**config.mk**
```make
export PLATFORM = sky130hd
export DESIGN_NAME = seven_seg_scan
export DESIGN_NICKNAME = d
export VERILOG_FILES = /design/src/rtl/seven_seg_scan.sv
export SDC_FILE = /design/constraint.sdc
export NUM_CORES = 1
export LEC_CHECK = 0
export ABC_AREA = 1
export CORE_ASPECT_RATIO = 0.75
export CORE_UTILIZATION = 57
export CTS_BUF_LIST = sky130_fd_sc_hd__clkbuf_2
export DETAILED_ROUTE_END_ITERATION = 7
export GPL_TIMING_DRIVEN = 0
export HOLD_SLACK_MARGIN = 0.05
export PLACE_DENSITY = 0.95
export SLEW_MARGIN = 30
export SYNTH_ARGS = -nofsm -noshare
export SYNTH_HDL_FRONTEND = slang
export SYNTH_SLANG_ARGS = --single-unit
```
**constraint.sdc**
```tcl
create_clock -name clk -period 3 [get_ports clk]
set_input_delay 0.45 -clock clk [delete_from_list [all_inputs] [get_ports clk]]
set_output_delay 0.45 -clock clk [all_outputs]
set_load 0.02 [all_outputs]
```
**src/rtl/seven_seg_scan.sv**
```systemverilog
// Time-multiplexed driver for a 4-digit common-anode 7-segment display.
// A free-running counter picks one digit at a time; all outputs are active-low and registered.
module seven_seg_scan #(
  parameter int REFRESH_BITS = 18
) (
  input  logic        clk,
  input  logic        rst,
  input  logic [15:0] data_in,
  input  logic [3:0]  data_dp,
  output logic [6:0]  seg,
  output logic        dp,
  output logic [3:0]  an
);

  logic [REFRESH_BITS-1:0] cnt;
  logic [1:0]              sel;
  logic [3:0]              nibble;
  logic [6:0]              seg_d;

  assign sel = cnt[REFRESH_BITS-1 -: 2];

  always_comb begin
    nibble = data_in[3:0];
    case (sel)
      2'd0: nibble = data_in[3:0];
      2'd1: nibble = data_in[7:4];
      2'd2: nibble = data_in[11:8];
      2'd3: nibble = data_in[15:12];
      default: nibble = data_in[3:0];
    endcase
  end

  // Segment order {g,f,e,d,c,b,a}; a 0 lights the segment.
  always_comb begin
    seg_d = 7'b1111111;
    case (nibble)
      4'h0: seg_d = 7'b1000000;
      4'h1: seg_d = 7'b1111001;
      4'h2: seg_d = 7'b0100100;
      4'h3: seg_d = 7'b0110000;
      4'h4: seg_d = 7'b0011001;
      4'h5: seg_d = 7'b0010010;
      4'h6: seg_d = 7'b0000010;
      4'h7: seg_d = 7'b1111000;
      4'h8: seg_d = 7'b0000000;
      4'h9: seg_d = 7'b0010000;
      4'hA: seg_d = 7'b0001000;
      4'hB: seg_d = 7'b0000011;
      4'hC: seg_d = 7'b1000110;
      4'hD: seg_d = 7'b0100001;
      4'hE: seg_d = 7'b0000110;
      4'hF: seg_d = 7'b0001110;
      default: seg_d = 7'b1111111;
    endcase
  end

  always_ff @(posedge clk or negedge rst) begin
    if (!rst) begin
      cnt <= '0;
      an  <= 4'b1111;
      seg <= 7'b1111111;
      dp  <= 1'b1;
    end else begin
      cnt <= cnt + 1'b1;
      an  <= ~(4'b0001 << sel);
      seg <= seg_d;
      dp  <= data_dp[sel];
    end
  end

endmodule

```
# Word level (Yosys, flattened, before mapping)
# Memories as Yosys holds them, arrays and structs flattened. A register that Yosys moved wholly into a read port is not among the register bits.
# Cells that the tools add are included.
# op_classes
add_sub_neg,1
mul,0
n_div,0
magnitude_cmp,1
eq_ne,3
n_shift,1
n_mux,3
bitwise,1
n_reduce_logical,2
# ops
op,n
adder 18 x 1 -> 18 bit (second input constant),1
case mux 4 bit (4 select lines),1
== test 2 bit (second input constant),2
NOT 4 bit,1
left shift 1 x 2 -> 4 bit (first input constant),1
less-than comparator 2 x 3 -> 1 bit (second input constant),1
binary-select mux 1 bit (select 2 bit),1
== test 2 x 1 -> 1 bit (second input constant),1
logical NOT 2 bit,1
logical NOT 1 bit,1
two-way mux 1 bit,1
# totals
ff_bits,23
latch_bits,0
mem_bits_rw,0
romBits,112
input_bits,22
out_inout_bits,12
wordCells,16
n_memories,1
# mem_list
memory,depth,width,rd,rd_clocked_by_memory_dff,wr,line_no,rtl
(no name shown),16,7,1,1,0,36,case (nibble)

# Depth between registers and ports, before layout
# logic_depth
word_depth,2
ltp_mapped,10
ltp_nobuf,10

# Least setup slack after synthesis
# OpenSTA, ideal clock, no wires.
# synth_path
kind,reg-to-reg
start,reg cnt[17]
end,reg seg[5]
setup_ps,77
arrival_time_ps,1436
t_required_ps,2923
setup_slack_ps,1487
path_stages_with_launch,11
n_path_buf,1
period_less_slack_ps,1513
cell_sequence,dfrtp_1 buf_6 nand3_1 nand3_1 nor2_2 inv_1 ha_1 nand2_2 nand2_1 nand2_1 nand2_1
# synth_between
elab_chain_cells,2
word_cells_on_any_way,5
cone_classes,eq/ne (3); mux (1); reduce/logical (1)
# synth_lines
element,line_no,rtl
from (decl),15,logic [REFRESH_BITS-1:0] cnt;
from (signal assigned),64,cnt <= cnt + 1'b1;
"== test 2 bit, or another cell as far along",24,case (sel)
case mux 4 bit (4 select lines) (*),24,
to (decl),10,"output logic [6:0] seg,"
# Mark *: on every way between the ends. The rest lies on a longest branch, timed or not.

# Final worst setup path
# layout_path
start,reg dp
end,out dp
# layout_rtl
element,line_no,rtl
from (decl),11,"output logic dp,"
from (signal assigned),67,dp <= data_dp[sel];
# No word-level cell between the ends.

==> flow_summary.json <==
{
  "drive_gt1_share_pct": 18.8,
  "drtIter0Drc": 93,
  "seq_area_frac_synth_pct": 46.5,
  "tns_ns": 0,
  "cp_data_required_time_ns": 2.55,
  "routedWlPerCell_um": 14.1,
  "timing.final.crit_share_pct": 65.8,
  "cp_cell_sequence": "clkdlybuf4s50_1",
  "min_path_type": "input port to async pin",
  "endpoint_kind": "primary output",
  "worst_ep_arrival_time_ns": 1.52,
  "gr-usage-met3_pct": 6.13,
  "synth.most_common_cell": "nand2_1",
  "met2_usage_pct": 37.9,
  "worstSetupStartpointType": "flop",
  "drt_first_pass_iters": 4,
  "power_density_nw_per_um2": 423,
  "postRouteAntennaNets": 0,
  "critPathTopFamily": "buffers and inverters",
  "clockRootBuffer": "clkbuf_2",
  "path_clk_slew_ns": 0.17,
  "maxCapViolCount": 0,
  "grtUsageTotal_pct": 26.6,
  "fin_skew_ns": 0.0253,
  "grt-ovfl-total": 0,
  "p_leak_nw": 0.992,
  "cpMaxStageDelayCell": "clkdlybuf4s50_1",
  "netlist-cell-type-count": 22,
  "routabilityCongestion": 0.868,
  "antenna_found_initial": 0,
  "grt_pass1_vias": 1281,
  "die_w_um": 64.0,
  "finalHoldViolations": 0,
  "grt.busiest_layer": "met1",
  "syn_area_um2": 1650,
  "h-tree-depth": 2,
  "r2r-end": "seg[3]",
  "rows": 16,
  "worst_r2r_path_depth": 8,
  "setup_slack_ns": 1.03,
  "period_minus_slack_ns": 1.97,
  "path_buf_inv": 1,
  "drcViolationCount": 0,
  "clock_path_buffers": 2,
  "initial_core_util_pct": 61.3,
  "setup_viol": 0,
  "synth_nets": 212,
  "yosysTopAreaCell": "dfrtp_1",
  "cts_setup_buffers": 0,
  "crit_type": "flop to primary output",
  "area_growth_pct": 27.9,
  "synthFlopType": "dfrtp_1",
  "synthArstFlopShare_pct": 100,
  "diodes": 0,
  "clock_latency_ns": 0.37,
  "vias": 1408,
  "clock-sinks": 30,
  "rsz0062_at_grt": "false",
  "relSlewSlack_pct": 57.3,
  "pre_cts_ws_ns": 1.02,
  "path_max_fanout": 1,
  "chipHeight_um": 48.5,
  "worst_pin_slew_ns": 0.640,
  "max_freq_ghz": 0.506,
  "final_nets": 252,
  "reg2reg_slack_ns": 1.22,
  "pin_count": 34,
  "synth_top_area_share_pct": 27.4,
  "coreArea_um2": 2680,
  "cts_tree": "done",
  "numPortBuffers": 33,
  "synth_edf_count": 0,
  "cts-resized-gates": 0,
  "yosys_warnings": 0,
  "grt_first_pass_wirelength_um": 6190,
  "synth_cells": 183,
  "place_hpwl_um": 2670,
  "grt_use_met1_pct": 39.0,
  "total_power_mw": 0.891,
  "final_area_um2": 2100,
  "drv_slew": 0,
  "synth_commonest_cells": "nand2_1 (44), nand3_1 (28), dfrtp_1 (18)",
  "n_fill_cell": 183,
  "status": "finished clean",
  "vdd_ir_drop_max_mv": 0.287,
  "die-area_um2": 3110,
  "holdWs_ns": 0.0734,
  "synth_area_leaders": "dfrtp_1 (27%), dfstp_2 (19%), nand2_1 (10%)",
  "timing.rr.start": "cnt[17]",
  "avgViaCountPerCell": 5.42,
  "placed_area_um2": 2020,
  "cts_buffers": 5,
  "max_stage_delay_ns": 0.61,
  "ys_ff_latch": 30,
  "drt-total-wl_um": 3660,
  "grt_max_degree": 31,
  "ctsHoldBuffers": 0,
  "syn_area_per_cell_um2": 8.99
}
==> report_power, final <==
part | leakage (nW) | switching (mW) | internal, mW
Combinational | 0.579 | 0.0545 | 0.0525
Sequential | 0.363 | 0.00191 | 0.420
Clock | 0.0506 | 0.140 | 0.222
Total | 0.992 | 0.196 | 0.695
==> cells in the final DEF (no fill, tap or decap), types with 2 or more instances in the layout <==
cell type | netlist | final
inv_1 | 14 | 14
nand4_1 | 5 | 5
nor2_2 | 5 | 5
nor2_4 | 4 | 4
dfrtp_1 | 18 | 18
nand2_1 | 44 | 44
nand3_2 | 4 | 4
bufinv_16 | 0 | 2
clkbuf_2 | 0 | 5
clkdlybuf4s50_1 | 0 | 32
nor2_1 | 14 | 14
nand3_1 | 28 | 28
xnor2_1 | 7 | 7
ha_1 | 7 | 7
buf_6 | 2 | 2
inv_2 | 3 | 3
dfstp_2 | 12 | 12
xor2_1 | 8 | 8
nand2_2 | 2 | 2
==> kinds of logic (layout without fill, tap and decap cells) <==
kind of cell / count (synthesis) / after routing / synth area share, %
fa+ha+maj: 7 / 7 / 5.32
buf+inv: 19 / 60 / 5.25
compound gates: 3 / 3 / 1.90
simple gates: 109 / 109 / 33.0
flops: 30 / 30 / 46.5
xor+xnor: 15 / 15 / 7.99
==> layer usage <==
metal	up-vias	share of wire (%)
met5	-	0
met4	0	0.98
met3	4	7.9
met2	76	46
met1	655	45
li1	673	-
==> worst max-delay path by stage <==
| stage | slack [ns] | cells past startpoint | endpoint | startpoint |
|---|---|---|---|---|
| after detailed placement | 1.02 | 10 | seg[5] | data_in[13] |
| after global routing | 0.98 | 1 | dp | dp |
| after floorplan | 1.49 | 10 | seg[5] | cnt[17] |
| after global placement | 1.03 | 1 | cnt[17] | rst |
| final | 1.03 | 1 | dp | dp |
| after CTS | 1.01 | 1 | dp | dp |
==> cell type report <==
type | count | area [µm²] | share of cell area (%)
multi-input combinational | 134 | 793 | 37.7
sequential | 30 | 766 | 36.4
timing repair buffer | 33 | 325 | 15.5
clock inverter | 3 | 63.8 | 3.03
inverter | 17 | 63.8 | 3.03
tap | 36 | 45.0 | 2.14
clock buffer | 5 | 25.0 | 1.19
buffer | 2 | 22.5 | 1.07
==> sequential cells by signal, indices dropped and copies added, names as in the netlist <==
name	cells
cnt	18
seg	7
an	4
dp	1
==> stage by stage <==
step           util [%]  instances
3_5_place_dp       75.1        252
3_3_place_gp       75.3        252
2_1_floorplan         -        183
6_report           78.5        260
4_1_cts            78.5        260
5_1_grt            78.5        260
(Power assumes the default switching activity.)
